## config.mk

```make
export PLATFORM = sky130hd
export DESIGN_NAME = result_quantizer
export DESIGN_NICKNAME = d
export VERILOG_FILES = /design/src/rtl/nnoc_pkg.sv /design/src/rtl/quant_sat.sv /design/src/rtl/result_quantizer.sv
export SDC_FILE = /design/constraint.sdc
export NUM_CORES = 1
export LEC_CHECK = 0
export CORE_UTILIZATION = 36
export DETAILED_ROUTE_END_ITERATION = 16
export PLACE_DENSITY = 0.69
export SETUP_SLACK_MARGIN = 0.02
export SYNTH_ARGS = -nofsm -noshare
export SYNTH_HDL_FRONTEND = slang
export SYNTH_SLANG_ARGS = --single-unit
export TNS_END_PERCENT = 20
```

## constraint.sdc

```tcl
create_clock -name clk -period 7.98 [get_ports clk]
set_input_delay 2.394 -clock clk [delete_from_list [all_inputs] [get_ports clk]]
set_output_delay 2.394 -clock clk [all_outputs]
set_load 0.01 [all_outputs]
```

## src/rtl/nnoc_pkg.sv

```systemverilog
// Shared types and constants for the result drain path of the core.
package nnoc_pkg;

   localparam int ACC_WIDTH = 32;
   localparam int Q_WIDTH   = 8;
   localparam int BUF_DEPTH = 16;

   typedef logic signed [ACC_WIDTH-1:0] acc_t;
   typedef logic signed [Q_WIDTH-1:0]   q8_t;

   localparam int Q_MAX = 127;
   localparam int Q_MIN = -128;

   typedef enum logic {
      IDLE = 1'b0,
      SEND = 1'b1
   } drain_state_t;

endpackage

```

## src/rtl/quant_sat.sv

```systemverilog
// Requantizer: rounding arithmetic right shift (half toward +inf) followed
// by saturation to the signed output range. Purely combinational.
module quant_sat
   import nnoc_pkg::*;
#(
   parameter int ACCUMULATE = ACC_WIDTH,
   parameter int OUT_WIDTH  = Q_WIDTH
) (
   input  logic [ACCUMULATE-1:0] x,
   input  logic [4:0]            shift,
   output logic [OUT_WIDTH-1:0]  y
);

   // One extra bit keeps x + rounding bias from overflowing for large positives.
   localparam logic signed [ACCUMULATE:0] SAT_HI = $signed((ACCUMULATE+1)'(Q_MAX));
   localparam logic signed [ACCUMULATE:0] SAT_LO = $signed((ACCUMULATE+1)'(Q_MIN));

   logic signed [ACCUMULATE:0] x_ext;
   logic signed [ACCUMULATE:0] round_bias;
   logic signed [ACCUMULATE:0] shifted;

   // Add half an output LSB, shift arithmetically, then clamp.
   always_comb begin
      x_ext      = $signed({x[ACCUMULATE-1], x});
      round_bias = '0;
      if (shift != 5'd0) begin
         round_bias = $signed((ACCUMULATE+1)'(1) << (shift - 5'd1));
      end
      shifted = (x_ext + round_bias) >>> shift;
      if (shifted > SAT_HI) begin
         y = SAT_HI[OUT_WIDTH-1:0];
      end else if (shifted < SAT_LO) begin
         y = SAT_LO[OUT_WIDTH-1:0];
      end else begin
         y = shifted[OUT_WIDTH-1:0];
      end
   end

endmodule

```

## src/rtl/result_quantizer.sv

```systemverilog
// Snapshots the core result buffer on start, then streams the requantized
// bytes one per handshake over valid/ready, flagging the last beat and
// pulsing done once the final beat has been accepted.
module result_quantizer
   import nnoc_pkg::*;
#(
   parameter int ACCUMULATE = ACC_WIDTH,
   parameter int OUT_WIDTH  = Q_WIDTH,
   parameter int DEPTH      = BUF_DEPTH
) (
   input  logic                        clk,
   input  logic                        reset,
   input  logic                        start,
   input  logic [4:0]                  shift,
   input  logic [ACCUMULATE-1:0]       result_buffer [DEPTH],
   output logic [OUT_WIDTH-1:0]        out_data,
   output logic                        out_valid,
   input  logic                        out_ready,
   output logic                        out_last,
   output logic [$clog2(DEPTH)-1:0]    out_index,
   output logic                        busy,
   output logic                        done
);

   localparam int IDX_W = $clog2(DEPTH);
   localparam logic [IDX_W-1:0] LAST_IDX = IDX_W'(DEPTH - 1);

   drain_state_t           state_reg, state_next;
   logic [IDX_W-1:0]       idx_reg, idx_next;
   logic [OUT_WIDTH-1:0]   out_data_reg, out_data_next;
   logic [IDX_W-1:0]       out_index_reg, out_index_next;
   logic                   out_valid_reg, out_valid_next;
   logic                   out_last_reg, out_last_next;
   logic                   done_reg, done_next;
   logic [4:0]             shift_q_reg, shift_q_next;
   logic                   snap_we;

   logic [ACCUMULATE-1:0]  snapshot [DEPTH];

   logic [ACCUMULATE-1:0]  q_x;
   logic [4:0]             q_shift;
   logic [OUT_WIDTH-1:0]   q_y;

   // In IDLE the first beat comes straight from the live buffer so it can be
   // presented the cycle after start; afterwards it reads the frozen copy.
   assign q_x     = (state_reg == IDLE) ? result_buffer[0] : snapshot[idx_reg];
   assign q_shift = (state_reg == IDLE) ? shift : shift_q_reg;

   quant_sat #(
      .ACCUMULATE (ACCUMULATE),
      .OUT_WIDTH  (OUT_WIDTH)
   ) u_quant (
      .x     (q_x),
      .shift (q_shift),
      .y     (q_y)
   );

   // Snapshot capture; contents are irrelevant until the next accepted start.
   always_ff @(posedge clk) begin
      if (snap_we) begin
         for (int i = 0; i < DEPTH; i++) begin
            snapshot[i] <= result_buffer[i];
         end
      end
   end

   // State and output registers.
   always_ff @(posedge clk or negedge reset) begin
      if (!reset) begin
         state_reg     <= IDLE;
         idx_reg       <= '0;
         out_data_reg  <= '0;
         out_index_reg <= '0;
         out_valid_reg <= 1'b0;
         out_last_reg  <= 1'b0;
         done_reg      <= 1'b0;
         shift_q_reg   <= '0;
      end else begin
         state_reg     <= state_next;
         idx_reg       <= idx_next;
         out_data_reg  <= out_data_next;
         out_index_reg <= out_index_next;
         out_valid_reg <= out_valid_next;
         out_last_reg  <= out_last_next;
         done_reg      <= done_next;
         shift_q_reg   <= shift_q_next;
      end
   end

   // Next-state and output logic; everything holds unless a transition fires.
   always_comb begin
      state_next     = state_reg;
      idx_next       = idx_reg;
      out_data_next  = out_data_reg;
      out_index_next = out_index_reg;
      out_valid_next = out_valid_reg;
      out_last_next  = out_last_reg;
      done_next      = 1'b0;
      shift_q_next   = shift_q_reg;
      snap_we        = 1'b0;

      case (state_reg)
         IDLE: begin
            out_valid_next = 1'b0;
            out_last_next  = 1'b0;
            if (start) begin
               snap_we        = 1'b1;
               shift_q_next   = shift;
               out_data_next  = q_y;
               out_valid_next = 1'b1;
               out_index_next = '0;
               out_last_next  = (LAST_IDX == '0);
               idx_next       = IDX_W'(1);
               state_next     = SEND;
            end
         end
         SEND: begin
            if (out_valid_reg && out_ready) begin
               if (out_last_reg) begin
                  out_valid_next = 1'b0;
                  out_last_next  = 1'b0;
                  done_next      = 1'b1;
                  state_next     = IDLE;
               end else begin
                  out_data_next  = q_y;
                  out_index_next = idx_reg;
                  out_last_next  = (idx_reg == LAST_IDX);
                  idx_next       = idx_reg + IDX_W'(1);
               end
            end
         end
         default: begin
            state_next = IDLE;
         end
      endcase
   end

   assign out_data  = out_data_reg;
   assign out_valid = out_valid_reg;
   assign out_last  = out_last_reg;
   assign out_index = out_index_reg;
   assign busy      = (state_reg == SEND);
   assign done      = done_reg;

endmodule

```

Word level (Yosys, flattened, before mapping)
Memory sizes are Yosys's and may differ from the RTL's.
Index checks and enable logic that the tools add are counted.

word-level totals
  register bits after elaboration = 25
  RAM bits = 512
  input bits = 521
  logic and storage cells = 60
  memories = 1

cells by class
  add/sub/neg operators = 3
  order comparisons = 2
  equality and inequality tests = 5
  shifts and indexed selects = 2
  mux-type cells = 33
  bitwise operators = 1
  reduce and logical (&&, ||, !) cells = 5

memories
  name      depth  bits a word  rd ports  clocked after memory_dff  wr ports  RTL line                text
  snapshot  16     32           1         0                         16        result_quantizer.sv:38  logic [ACCUMULATE-1:0] snapshot [DEPTH];

operators with widths
  cell                                                                           number
  8-bit two-way mux                                                              5
  32-bit by 33-bit adder with 33-bit output                                      1
  33-bit by 8-bit > comparator with 1-bit output, second input constant          1
  33-bit by 8-bit less-than comparator with 1-bit output, second input constant  1
  33-bit two-way mux                                                             1
  1-bit by 5-bit << shifter with 33-bit output, first input constant             1
  33-bit by 5-bit >>> shifter with 33-bit output                                 1
  32-bit two-way mux                                                             1
  4-bit two-way mux                                                              6
  4-bit case mux with 2 select lines                                             2
  8-bit case mux with 2 select lines                                             1
  1-bit two-way mux                                                              13
  1-bit case mux with 2 select lines                                             3
  5-bit two-way mux                                                              1
  5-bit nonzero test                                                             1
  5-bit by 1-bit subtractor with 5-bit output, second input constant             1
  4-bit by 1-bit adder with 4-bit output, second input constant                  1
  4-bit equality test, second input constant                                     1
  2-bit by 1-bit != test with 1-bit output, second input constant                2
  2-bit != test, second input constant                                           2
  2-bit AND reduction                                                            2
  3-bit AND reduction                                                            1
  1-bit logical AND                                                              1
  1-bit inverter                                                                 1

Logic depth before layout (Yosys ltp)
  word-level depth = 12
  gate-level depth with buffers = 24
  depth with buffers taken out = 20

Hierarchy
A second synthesis with hierarchy kept.

second synthesis, totals
  cell total of the unflattened synthesis = 1665
  area total of the unflattened synthesis = 25725.9 µm²

modules (own cells, without submodules)
  module            instances  cells each  area each (µm²)  seq. area each (µm²)
  result_quantizer  1          918         20922.6          16000.3
  quant_sat         1          747         4803.4           0.0

Worst setup path before layout
Ideal clock, no wire load.

  path type = in2reg
  from = input port start
  to = memory snapshot[0][0] (netlist name), enable pin
  arrival time = 8.135 ns
  required time = 7.343 ns
  path slack = -0.791 ns
  stages on the path = 3
  buffers on the path = 1
  cell sequence = nand2b_1 clkbuf_1 inv_2

RTL lines
  what         RTL line                text
  from (decl)  result_quantizer.sv:13  input logic start,
  to (decl)    result_quantizer.sv:38

Worst setup path in the final report
  from = input port shift[2]
  to = register out_data_reg[5], in the netlist out_data[5]

on the way
  word-level cells in the longest chain between the ends = 12

RTL lines
  what                                                    RTL line                 text
  from (decl)                                             result_quantizer.sv:14   input logic [4:0] shift,
  5-bit two-way mux (*)                                   result_quantizer.sv:47   assign q_shift = (state_reg == IDLE) ? shift : shift_q_reg;
  5-bit by 1-bit subtractor with 5-bit output             quant_sat.sv:27          round_bias = $signed((ACCUMULATE+1)'(1) << (shift - 5'd1));
  1-bit by 5-bit << shifter with 33-bit output            quant_sat.sv:27
  33-bit two-way mux                                      quant_sat.sv:26          if (shift != 5'd0) begin
  32-bit by 33-bit adder with 33-bit output               quant_sat.sv:29          shifted = (x_ext + round_bias) >>> shift;
  33-bit by 5-bit >>> shifter with 33-bit output (*)      quant_sat.sv:29
  33-bit by 8-bit less-than comparator with 1-bit output  quant_sat.sv:32          end else if (shifted < SAT_LO) begin
  8-bit two-way mux                                       quant_sat.sv:32
  8-bit two-way mux (*)                                   quant_sat.sv:30          if (shifted > SAT_HI) begin
  8-bit two-way mux                                       result_quantizer.sv:119  if (out_last_reg) begin
  8-bit two-way mux                                       result_quantizer.sv:118  if (out_valid_reg && out_ready) begin
  8-bit case mux with 2 select lines (*)                  result_quantizer.sv:102  case (state_reg)
  to (signal assigned)                                    result_quantizer.sv:81   out_data_reg <= out_data_next;
  to (decl)                                               result_quantizer.sv:30   logic [OUT_WIDTH-1:0] out_data_reg, out_data_next;

Mark *: on every way between the ends. The rest lies on a longest branch, timed or not. The select of a mux whose other input is x is not followed.
A chain may end at the register's enable or synchronous reset.

==> out/metrics.yaml <==
slowest_stage: "clkdlybuf4s50_1"
cp_max_fo: 6
drc: 0
cts_root_buffer: "clkbuf_16"
cpPeakStageDelay_ns: 0.45
status: "finished, final reports clean"
cts_buffer_depth: 3
ys_types: 78
p_clk_frac: 0.229
rows: 97
largest_reg_flops: 512
hold_viol: 0
arrival_ns: 8.20
path_class: "in2reg"
leakagePower_uw: 0.0125
antenna_found_initial: 10
grt_start_max_net_pins: 159
postCtsSetupRepairBufs: 0
synth_area_sq_um: 25400
grt_overflow_total: 0
synth_cells: 1663
gp_congestion: 0.921
tightest_slew_ns: 1.03
cpMostUsedCell: "buf_4"
synth_xor_area_frac: 0.00649
ioPinCount: 537
cts_resized: 0
area_growth_syn_to_layout_pct: 40.8
crit_start: "shift[2]"
clkSinkCount: 537
core-area_sq_um: 70000
place_ws_ns: -0.162
die_w_microns: 268
yosys.area_share.simple: 0.0751
synth_seq_cells: 537
crit_path_start_kind: "primary input"
grt_usage: 0.233
fin_tns_setup_ns: 0
synth_adder_area_share: 0.0170
wl_per_cell_microns: 24.4
grt_pass1_wl_mm: 123
r2r-start: "idx_reg[0]$_DFFE_PN0P_"
final_antenna_net_count: 0
hpwlAfterDp_mm: 64.4
finalClockSkew_ns: 0.0503
min-delay-start: "out_index[2]$_DFFE_PN0P_"
p_sw_uw: 4250
synth_top_family_by_area: "multiplexers"
slew_violations: 0
synth-edff-count: 512
finalWirelength_mm: 83.8
maxCapViolations: 0
layout-drive-gt1-share: 0.242
synthMuxAreaShare: 0.170
fp.dieArea_sq_um: 71700
ctsHtreeMaxLevel: 2
clk_pin_slew_ns: 0.07
combPwrFrac: 0.487
placed_cell_area_sq_um: 33800
synth_flop_cell: "edfxtp_1"
setup_viol: 0
min_path_type: "reg2reg"
grt_pass1_vias: 19200
max_freq_mhz: 130
fp.dieH_microns: 268
synth_nets: 2218
cts_buffers: 56
ir_drop_mv: 0.194
start_util: 0.363
finalNetCount: 2991
required_ns: 8.49
setup_slack_ns: 0.299
critPathTopFamily: "compound AO/OA/AOI/OAI gates"
synthesis.area_per_instance_sq_um: 15.3
cp-end-kind: "register"
num_vias: 18500
rsz0062_at_grt: "no"
max_slew_margin: 0.310
fin_crit_ns: 7.68
path_buf_inv: 7
yosysWarnings: 0
final_area_sq_um: 35800
switching_share: 0.357
clock_latency_ns: 0.64
powerDensity_nw_per_um2: 332
min_period_over_period: 0.963
io_buffer_count: 536
power.internal_uw: 7650
synth_compound_area_frac: 0.0847
ctsHoldBuffers: 0
vias_per_cell: 5.37
synth.yosys.seq_area_share: 0.629
ys_async_sr_fraction: 0.0466
sequentialPowerShare: 0.284
cts_tree: "yes"
drtIter0Drc: 1588
firstDrtPassIters: 6
## power groups by stage
stage	clock network [uW]	logic [uW]	registers (uW)
2_1_floorplan	0	3230	3320
3_3_place_gp	0	5760	3450
3_5_place_dp	0	5780	3450
4_1_cts	2780	5800	3400
5_1_grt	2900	6220	3400
6_report	2720	5790	3380
## placed cells by master (no fill, tap or decap), types with 23 or more instances in the layout
| cell type | instances |
|---|---|
| nand2_1 | 119 |
| mux4_2 | 161 |
| a211oi_1 | 34 |
| nor2_1 | 130 |
| nand4_1 | 23 |
| buf_4 | 270 |
| mux2_2 | 39 |
| nor3_1 | 33 |
| a21oi_1 | 82 |
| clkdlybuf4s50_1 | 536 |
| ha_1 | 33 |
| edfxtp_1 | 512 |
| nand3_1 | 43 |
| o21ai_0 | 54 |
| clkbuf_16 | 56 |
## tightest hold or removal path: stages, from the launching register on
cell and delay (ns):
dfrtp_1 0.35, nand2_1 0.05, nand2_1 0.05
## final timing paths
check	cells after the start	to	slack (ns)
setup / recovery	26	out_data[5]$_DFFE_PN0P_	0.30
setup reg to reg	21	out_data[5]$_DFFE_PN0P_	1.09
max in group asynchronous	2	idx_reg[1]$_DFFE_PN0P_	5.52
hold reg to reg	2	out_index[2]$_DFFE_PN0P_	0.48
min in group asynchronous	2	out_index[0]$_DFFE_PN0P_	2.13
hold / removal	2	out_index[2]$_DFFE_PN0P_	0.48
## cell families (layout without fill, tap and decap cells)
kind of cell / count (synthesis) / count (layout)
flops: 537 / 537
simple gates: 410 / 410
compound gates: 325 / 325
mux: 226 / 226
buf+inv: 112 / 933
fa+ha+maj: 34 / 34
xor+xnor: 18 / 18
other cells: 1 / 13
## cells in the mapped netlist, types with 16 or more instances
cell type	instances	area (sq um)
a211oi_1	34	255
a21oi_1	82	410
buf_1	16	60.1
buf_2	23	115
clkbuf_1	60	225
dfrtp_1	25	626
edfxtp_1	512	15400
ha_1	33	413
mux2_2	39	439
mux2i_1	26	260
mux4_2	161	3630
nand2_1	119	447
nand3_1	43	215
nand4_1	23	144
nor2_1	130	488
nor3_1	33	165
o211ai_1	19	143
o21ai_0	54	270
## routing by layer
| layer | up-vias | wire, microns | track usage |
|---|---|---|---|
| met4 | 0 | 2470 | 0.0820 |
| met5 | - | 0 | 0 |
| met2 | 741 | 43100 | 0.403 |
| met3 | 137 | 5200 | 0.0414 |
| met1 | 9249 | 33000 | 0.292 |
| li1 | 8341 | - | - |
## cell type report
cell class	instances	area (sq um)
antenna	12	30.0
clock buffer	58	1410
tap	940	1180
timing repair buffer	815	7570
multi-input combinational	1014	9020
sequential	537	16000
fill	5822	34200
clock inverter	48	536
inverter	12	61.3
## per-stage QoR
stage               std cells  hold slack [ns]  utilization  total power [uW]
floorplan                1663            0.462            -              6550
global placement         3318            0.453        0.483              9210
detailed placement       3318            0.471        0.483              9230
CTS                      3424            0.493        0.511             12000
global route             3434            0.505        0.511             12500
finish                   3436            0.482        0.511             11900
Note: power is estimated with default switching activity, not from simulation.
